==> src/rtl/button_pkg.sv <==
`default_nettype none
// ============================================================================
//  Module  : button_pkg
//  Purpose : Shared types and helpers for the button event path.
//            - btn_state_t : event FSM state encoding
//            - cnt_w()     : hold/repeat counter width helper
//  Ports   : none (package)
//  Rev     : 1.0  initial release
// ============================================================================
package button_pkg;

  typedef enum logic [1:0] {
    BTN_IDLE    = 2'd0,
    BTN_PRESSED = 2'd1,
    BTN_HELD    = 2'd2
  } btn_state_t;

  // Width needed to hold counts 0 .. max(hold, repeat)-1. The counter only
  // ever reaches (threshold - 1) before being cleared, so $clog2 of the
  // larger threshold is sufficient. Floor of 1 keeps the vector legal.
  function automatic int cnt_w(input int hold_cycles, input int repeat_cycles);
    int m;
    m = (hold_cycles > repeat_cycles) ? hold_cycles : repeat_cycles;
    return ($clog2(m) < 1) ? 1 : $clog2(m);
  endfunction

endpackage : button_pkg
`default_nettype wire

==> src/rtl/button_events.sv <==
`default_nettype none
// ============================================================================
//  Module  : button_events
//  Purpose : Turns a debounced button level into one-cycle event pulses
//            (press, release, long-press, auto-repeat) plus a registered
//            pressed level. All outputs come straight from flops.
//  Ports   : i_clk        system clock (posedge)
//            i_rst        asynchronous active-high reset
//            i_sig        debounced button level, synchronous to i_clk
//            i_repeat_en  auto-repeat enable while held
//            o_pressed    registered pressed level
//            o_press      1-cycle pulse on press
//            o_release    1-cycle pulse on release
//            o_long       1-cycle pulse when hold threshold is reached
//            o_repeat     1-cycle pulse per repeat period after o_long
//  Rev     : 1.0  initial release
// ============================================================================
module button_events
  import button_pkg::*;
#(
  parameter int   HOLD_CYCLES   = 1000000,
  parameter int   REPEAT_CYCLES = 250000,
  parameter logic ACTIVE_LOW    = 1'b1
) (
  input  logic i_clk,
  input  logic i_rst,
  input  logic i_sig,
  input  logic i_repeat_en,
  output logic o_pressed,
  output logic o_press,
  output logic o_release,
  output logic o_long,
  output logic o_repeat
);

  localparam int CNT_W = cnt_w(HOLD_CYCLES, REPEAT_CYCLES);

  localparam logic [CNT_W-1:0] C_HOLD_LAST   = CNT_W'(HOLD_CYCLES - 1);
  localparam logic [CNT_W-1:0] C_REPEAT_LAST = CNT_W'(REPEAT_CYCLES - 1);
  localparam logic [CNT_W-1:0] C_CNT_ONE     = CNT_W'(1);

  if ((HOLD_CYCLES < 2) || (REPEAT_CYCLES < 1)) begin : g_param_check
    $error("button_events: HOLD_CYCLES must be >= 2 and REPEAT_CYCLES >= 1");
  end

  btn_state_t       state_q, state_d;
  logic [CNT_W-1:0] cnt_q, cnt_d;
  logic             pressed_q, pressed_d;
  logic             press_q, press_d;
  logic             release_q, release_d;
  logic             long_q, long_d;
  logic             repeat_q, repeat_d;
  logic             w_act;

  // Normalise polarity: w_act is 1 whenever the button is physically pressed.
  assign w_act = i_sig ^ ACTIVE_LOW;

  always_comb begin
    state_d   = state_q;
    cnt_d     = cnt_q;
    pressed_d = pressed_q;
    press_d   = 1'b0;
    release_d = 1'b0;
    long_d    = 1'b0;
    repeat_d  = 1'b0;

    case (state_q)
      BTN_IDLE: begin
        if (w_act) begin
          state_d   = BTN_PRESSED;
          cnt_d     = '0;
          press_d   = 1'b1;
          pressed_d = 1'b1;
        end
      end

      // Release is tested first so it wins over a threshold hit on the same edge.
      BTN_PRESSED: begin
        if (!w_act) begin
          state_d   = BTN_IDLE;
          cnt_d     = '0;
          release_d = 1'b1;
          pressed_d = 1'b0;
        end else if (cnt_q == C_HOLD_LAST) begin
          state_d = BTN_HELD;
          cnt_d   = '0;
          long_d  = 1'b1;
        end else begin
          cnt_d = cnt_q + C_CNT_ONE;
        end
      end

      BTN_HELD: begin
        if (!w_act) begin
          state_d   = BTN_IDLE;
          cnt_d     = '0;
          release_d = 1'b1;
          pressed_d = 1'b0;
        end else if (!i_repeat_en) begin
          // Parked at zero so re-enabling waits a full repeat period.
          cnt_d = '0;
        end else if (cnt_q == C_REPEAT_LAST) begin
          cnt_d    = '0;
          repeat_d = 1'b1;
        end else begin
          cnt_d = cnt_q + C_CNT_ONE;
        end
      end

      default: begin
        state_d   = BTN_IDLE;
        cnt_d     = '0;
        pressed_d = 1'b0;
      end
    endcase
  end

  always_ff @(posedge i_clk or posedge i_rst) begin
    if (i_rst) begin
      state_q   <= BTN_IDLE;
      cnt_q     <= '0;
      pressed_q <= 1'b0;
      press_q   <= 1'b0;
      release_q <= 1'b0;
      long_q    <= 1'b0;
      repeat_q  <= 1'b0;
    end else begin
      state_q   <= state_d;
      cnt_q     <= cnt_d;
      pressed_q <= pressed_d;
      press_q   <= press_d;
      release_q <= release_d;
      long_q    <= long_d;
      repeat_q  <= repeat_d;
    end
  end

  assign o_pressed = pressed_q;
  assign o_press   = press_q;
  assign o_release = release_q;
  assign o_long    = long_q;
  assign o_repeat  = repeat_q;

endmodule : button_events
`default_nettype wire

==> config.mk <==
export PLATFORM = sky130hd
export DESIGN_NAME = button_events
export DESIGN_NICKNAME = d
export VERILOG_FILES = /design/src/rtl/button_pkg.sv /design/src/rtl/button_events.sv
export SDC_FILE = /design/constraint.sdc
export NUM_CORES = 1
export LEC_CHECK = 0
export ABC_AREA = 1
export CORE_UTILIZATION = 54
export DETAILED_ROUTE_END_ITERATION = 8
export PLACE_DENSITY_LB_ADDON = 0.05
export SLEW_MARGIN = 20
export SYNTH_ARGS = -nofsm -noshare
export SYNTH_HDL_FRONTEND = slang
export SYNTH_SLANG_ARGS = --single-unit
==> constraint.sdc <==
create_clock -name i_clk -period 1.3 [get_ports i_clk]
set_input_delay 0.26 -clock i_clk [delete_from_list [all_inputs] [get_ports i_clk]]
set_output_delay 0.26 -clock i_clk [all_outputs]
set_load 0.005 [all_outputs]
==> results of run 1 <==
==> state kept, by name, summed over array words and instances (netlist names) <==
register / flops
o_release: 1
o_repeat: 1
state_q: 2
o_long: 1
o_pressed: 1
cnt_q: 20
o_press: 1
==> cell type report <==
| type | instances | area, um2 | area share [%] |
|---|---|---|---|
| tap | 44 | 55.1 | 2.15 |
| inverter | 24 | 90.1 | 3.53 |
| sequential | 27 | 683 | 26.7 |
| clock buffer | 4 | 26.3 | 1.03 |
| timing repair buffer | 68 | 592 | 23.2 |
| multi-input combinational | 188 | 1110 | 43.4 |
==> power breakdown <==
group / internal (mW) / switching (mW) / total (mW)
Sequential: 0.918 / 0.0517 / 0.970
Clock: 0.120 / 0.263 / 0.383
Combinational: 0.608 / 0.765 / 1.37
==> final timing paths <==
path                                            start               endpoint  slack [ps]  depth (start not counted)
worst max-delay path             cnt_q[1]$_DFFE_PP0P_   cnt_q[3]$_DFFE_PP0P_        -300                          9
worst min-delay path                            i_rst  cnt_q[10]$_DFFE_PP0P_         240                          3
worst max register to register   cnt_q[1]$_DFFE_PP0P_   cnt_q[3]$_DFFE_PP0P_        -300                          9
worst min register to register  o_pressed$_DFFE_PP0P_  o_pressed$_DFFE_PP0P_         550                          2
max in group asynchronous                       i_rst   cnt_q[9]$_DFFE_PP0P_         890                          3
min in group i_clk              o_pressed$_DFFE_PP0P_  o_pressed$_DFFE_PP0P_         550                          2
==> repair_timing <==
action / CTS / global route
gates resized for setup: 12 / 37
endpoints found under the setup margin: 27 / 24
hold endpoints to repair: 0 / 0
cloned: 0 / 1
pin swaps: 4 / 15
hold buffers: 0 / 0
buffers inserted: 2 / 5
==> per-stage QoR <==
step	cell area (um2)	worst slack (ps)	total power, mW
after floorplan	1800	-96.0	1.63
after global routing	2550	-344	2.85
final	2550	-303	2.73
after CTS	2370	-181	2.50
after global placement	2310	-204	2.11
after detailed placement	2310	-234	2.12
==> routing by layer <==
layer	wire length, um	global-route usage (%)	up-vias
met5	0	0	-
met4	132	7.64	0
met3	313	2.84	14
met2	2520	42.7	82
met1	2130	36.0	826
li1	-	-	891
==> cell families after synthesis <==
group | count (synthesis) | synth area share (%)
AND/OR/NAND/NOR | 166 | 43.7
buffers and inverters | 31 | 8.04
flip-flops | 27 | 37.7
XOR/XNOR | 13 | 6.36
AO/OA/AOI/OAI | 5 | 1.40
adder cells (fa/ha/maj) | 4 | 2.80
==> layout by cell type (no fill, tap or decap), drive strengths merged, types with 3 or more instances in the layout <==
master	synthesis	final
a21oi	3	3
buf	5	59
clkbuf	2	5
clkdlybuf4s50	0	3
dfrtp	27	27
dlygate4sd2	0	4
ha	4	4
inv	24	24
nand2	83	83
nand3	35	35
nor2	44	44
xnor2	4	4
xor2	9	9
==> worst max-delay path, stage by stage, from the launching register on <==
cell and delay (ps):
dfrtp_1 420, ha_4 180, nand3_4 110, nor2_4 120, nand3_2 130, nand2_2 140
nand2_4 90, clkbuf_16 180, nand3_2 60, nand2_1 60
==> summary.md, run 1 <==
| Metric | Value |
|---|---|
| Outcome | finished, violations left |
| Failing checks | setup timing |
| CTS Sinks | 27 |
| Prevailing post-synth register cell | dfrtp_1 |
| PwrDens | 1070 nW/um2 |
| Tot GR Track Use | 26.0% |
| Post-synthesis register bit count | 27 |
| Period utilisation layout | 123% |
| Vias | 1813 |
| Nets@finish | 320 |
| Leading area contributor after synthesis | dfrtp_1 |
| CP arrival | 1840 ps |
| Clock skew | 3.37 ps |
| Endpoint class of the critical path | register |
| TritonCTS buffer count | 3 |
| Depth of the CTS H-tree | 1 |
| RSZ-0062 raised after global routing | true |
| Avg Cell Area, Syn | 7.28 um2 |
| Initial DRC count | 179 |
| Die X | 59.6 um |
| HPWL Detailed | 3070 um |
| Pins Over Slew Limit | 0 |
| Io pins | 9 |
| Drt total wl | 5100 um |
| Area growth syn-to-layout | 42.7% |
| Top cells by count, synth | nand2_1 (77), nor2_1 (38), dfrtp_1 (27), inv_1 (23), nand3_1 (23) |
| Vias in the first global route | 1556 |
| Die Ht | 59.6 um |
| Required @ worst endpoint | 1540 ps |
| First-pass GRT wire length | 6840 um |
| Sequential fraction of the synthesis area | 37.7% |
| Final setup vio count | 23 |
| DRC | 0 |
| Leak | 1.25 nW |
| Most area-consuming cells after synthesis | dfrtp_1 (38%), nand2_1 (16%), nor2_1 (8.0%), nand3_1 (6.4%), nand3_2 (6.1%) |
| Post-synth EDFFs | 0 |
| Final Util | 82.3% |
| Filler cell count | 206 |
| Drt wl/cell | 14.4 um |
| Crit Path Class | register to register |
| Row count | 20 |
| Worst-path clk slew | 150 ps |
| VDD IR max | 1260 uV |
| Hold crit path type | primary input to asynchronous set/reset pin |
| Max cap viols | 0 |
| Fin Setup TNS | -5640 ps |
| DRT Pass-1 Iters | 4 |
| Maximum clock frequency | 0.624 GHz |
| Vias/cell | 5.11 |
| Final hold slack | 239 ps |
| Grt ovf | 0 |
| Post-synthesis net count | 254 |
| Synthesized area | 1790 um2 |
| ANT nets after route | 0 |
| Worst Path Max Fanout | 8 |
| Post-route minimum period | 1600 ps |
| Ant. Diodes | 0 |
| Synth warn | 0 |
| Antenna violations before repair | 0 |
| Most frequent cell after synthesis | nand2_1 |
| Non-Filler Instances | 355 |
| Worst Tran Pin Value | 272 ps |
| DIE AREA | 3550 um2 |
| Buffers on Ports | 8 |
| Area share of the largest cell type after synthesis | 37.7% |
| Placed cells | 343 |
| Root Driver | clkbuf_4 |
| Clk Latency, worst-skew pair | 330 ps |
| CTS tree | yes |
| Pin count of the biggest net entering global routing | 28 |
| Initial Util | 57.7% |
| Syn Inst Count | 246 |
| Min setup slack post-route | -303 ps |
| Synth async-reset ratio | 100% |
| Core region area | 3100 um2 |
| Final hold vios | 0 |
| Max_slew headroom | 81.8% |
| Worst-case clock buffer depth | 2 |
| Synth cell types | 22 |
| Startpoint types | register |
| Placer Congestion | 0.837 |
| Layout cells sized above 1 | 39.2% |
Note: power is estimated with default switching activity, not from simulation.
==> inputs of run 2 (changes only) <==
Settings changed: CORE_MARGIN set to 2, CORE_UTILIZATION 54 to 59.
Clock period 1.3 ns to 1.78 ns, I/O delays scaled along.
==> run 2 against run 1 <==
The flow now finishes without violations. First-iteration DRC count down 60%. Combinational power fell by 52%. Clock power down 32%. Sequential share of layout area up 7.9 points. Core utilization decreased by 13 points. Critical endpoint is now cnt_q[19]$_DFFE_PP0P_.
==> summary.md, run 2 (same netlist as run 1, synthesis figures left out) <==
| Metric | Value |
|---|---|
| DIE AREA | 3490 um2 (-1.6%) |
| CTS Sinks | 27 (unchanged) |
| Max cap viols | 0 (unchanged) |
| Worst Tran Pin Value | 344 ps (+72.4 ps) |
| Worst-case clock buffer depth | 2 (unchanged) |
| Most frequent cells in the layout | nand2_1 (77), nor2_1 (38), dfrtp_1 (27) |
| Top Registers | cnt_q x20, state_q x2 |
| Post-route minimum period | 1620 ps (+15.2 ps) |
| Final setup vio count | 0 (-100%) |
| Leak | 0.937 nW (-25%) |
| Most common cell after layout, fill and taps aside | nand2_1 |
| Required @ worst endpoint | 2000 ps (+460 ps) |
| Die Ht | 59.1 um (-0.82%) |
| Max reg flops | 20 (unchanged) |
| PwrDens | 835 nW/um2 (-22%) |
| Placed cells | 285 (-17%) |
| VDD IR max | 869 uV (-31%) |
| CP max-delay cell | dfrtp_1 |
| Vias | 1480 (-18%) |
| Multi-input combinational cell area | 973 um2 (-12%) |
| Outcome | complete, no violations |
| Drt total wl | 3500 um (-31%) |
| Clk Latency, worst-skew pair | 320 ps (about the same) |
| Initial Util | 63.3% (+5.6 points) |
| Die X | 59.1 um (-0.82%) |
| Max_slew headroom | 77.1% (-4.8 points) |
| Vias in the first global route | 1390 (-11%) |
| Min setup slack post-route | 162 ps (+465 ps) |
| Grt ovf | 0 (unchanged) |
| Startpoint types | register |
| Reg area | 676 um2 (-1.1%) |
| Antenna violations before repair | 0 (unchanged) |
| Drt wl/cell | 12.1 um (-16%) |
| Depth of the CTS H-tree | 1 (unchanged) |
| Post-cts sizing count | 0 (-12) |
| Final hold vios | 0 (unchanged) |
| Layout cells sized above 1 | 14.0% (-25 points) |
| Non-Filler Instances | 289 (-19%) |
| Setup bufs post-CTS | 0 (-2) |
| Core region area | 2830 um2 (-8.8%) |
| Tot GR Track Use | 23.8% (-2.2 points) |
| Maximum clock frequency | 0.618 GHz (-0.94%) |
| Row count | 19 (-5.0%) |
| Hold-fix buffers, CTS | 0 (unchanged) |
| Worst Path Max Fanout | 13 (+5) |
| Filler cell count | 240 (+17%) |
| CP arrival | 1840 ps (about the same) |
| DRT Pass-1 Iters | 4 (unchanged) |
| CTS tree | yes |
| Vias/cell | 5.12 (+0.28%) |
| Placer Congestion | 0.863 (+3.1%) |
| Endpoint class of the critical path | register |
| Biggest register | cnt_q |
| Nets@finish | 267 (-17%) |
| Crit path largest cell delay | 420 ps (about the same) |
| Clock skew | 3.94 ps (+0.566 ps) |
| ANT nets after route | 0 (unchanged) |
| Root Driver | clkbuf_4 |
| Initial DRC count | 71 (-60%) |
| Pin count of the biggest net entering global routing | 28 (unchanged) |
| Period utilisation layout | 90.9% (-32 points) |
| Pins Over Slew Limit | 0 (unchanged) |
| TritonCTS buffer count | 3 (unchanged) |
| Ant. Diodes | 0 (unchanged) |
| Dpl ws | 55.9 ps (+289 ps) |
| Worst-path clk slew | 140 ps (about the same) |
| Critical path, cell by cell | ha_2 > nand3_4 > nor2_1 > nand3_1 > nand2_2 > nand2_2 > buf_4 > nand3_1 > nand2_1 |
| First-pass GRT wire length | 6330 um (-7.5%) |
| DRC | 0 (unchanged) |
| Io pins | 9 (unchanged) |
| Area growth syn-to-layout | 8.87% |
| HPWL Detailed | 2660 um (-13%) |
| Crit Path Class | register to register |
| Buffers on Ports | 8 (unchanged) |
| Hold crit path type | primary input to asynchronous set/reset pin |
## run 2: changes by cell type in the layout (fill, tap and decap cells not counted), moves of 10 or more
cell     delta
buf_4      -47
nand3_1    +10
nor2_1     +11
nand3_2    -10
## run 2: metrics by stage
| stage | hold slack (ps) | total power, mW | utilization (%) | TNS (ps) | instance area, um2 |
|---|---|---|---|---|---|
| 2_1_floorplan | 409 | 1.18 | - | 0 | 1790 |
| 3_3_place_gp | 503 | 1.38 | 67.9 | 0 | 1920 |
| 3_5_place_dp | 516 | 1.38 | 67.9 | 0 | 1920 |
| 4_1_cts | 368 | 1.64 | 68.8 | 0 | 1950 |
| 5_1_grt | 406 | 1.74 | 68.9 | -1.49 | 1950 |
| 6_report | 371 | 1.63 | 68.9 | 0 | 1950 |
## run 2: worst max-delay path: cells and delay by family, from the launching register on
kind          cells  cell delay (ps)
simple gates      7              670
fa+ha+maj         1              250
buf+inv           1              190
flops             1              420
## run 2: layout make-up
cell class	instances	share of cell area [%]
Sequential cell	27	34.7
Inverter	24	4.62
Tap cell	31	1.99
Multi-Input combinational cell	188	49.9
Clock buffer	4	1.35
Timing Repair Buffer	15	7.45
## run 2: path summary, 6_finish.rpt
check | startpoint | end | slack [ps] | cells past startpoint
max | cnt_q[1]$_DFFE_PP0P_ | cnt_q[19]$_DFFE_PP0P_ | 160 | 9
min | i_rst | cnt_q[19]$_DFFE_PP0P_ | 370 | 3
max reg2reg | cnt_q[1]$_DFFE_PP0P_ | cnt_q[19]$_DFFE_PP0P_ | 160 | 9
min reg2reg | state_q[0]$_DFFE_PP0P_ | state_q[0]$_DFFE_PP0P_ | 550 | 2
max in group asynchronous | i_rst | cnt_q[4]$_DFFE_PP0P_ | 1150 | 3
min in group i_clk | state_q[0]$_DFFE_PP0P_ | state_q[0]$_DFFE_PP0P_ | 550 | 2
## run 2: metal layers
metal  up-vias  wire length [um]  GRT usage (%)  share of wire, %
met1       660              1740           35.1                50
met5         -                 0              0                 0
li1        783                 -              -                 -
met4         0                44           6.82               1.3
met2        32              1550           37.5                44
met3         5               169           1.97               4.8
## run 2: power by group
group,internal (mW),switching [mW],total [mW]
clock network,0.0877,0.174,0.261
registers,0.671,0.0344,0.705
logic,0.251,0.410,0.661
total,1.01,0.618,1.63
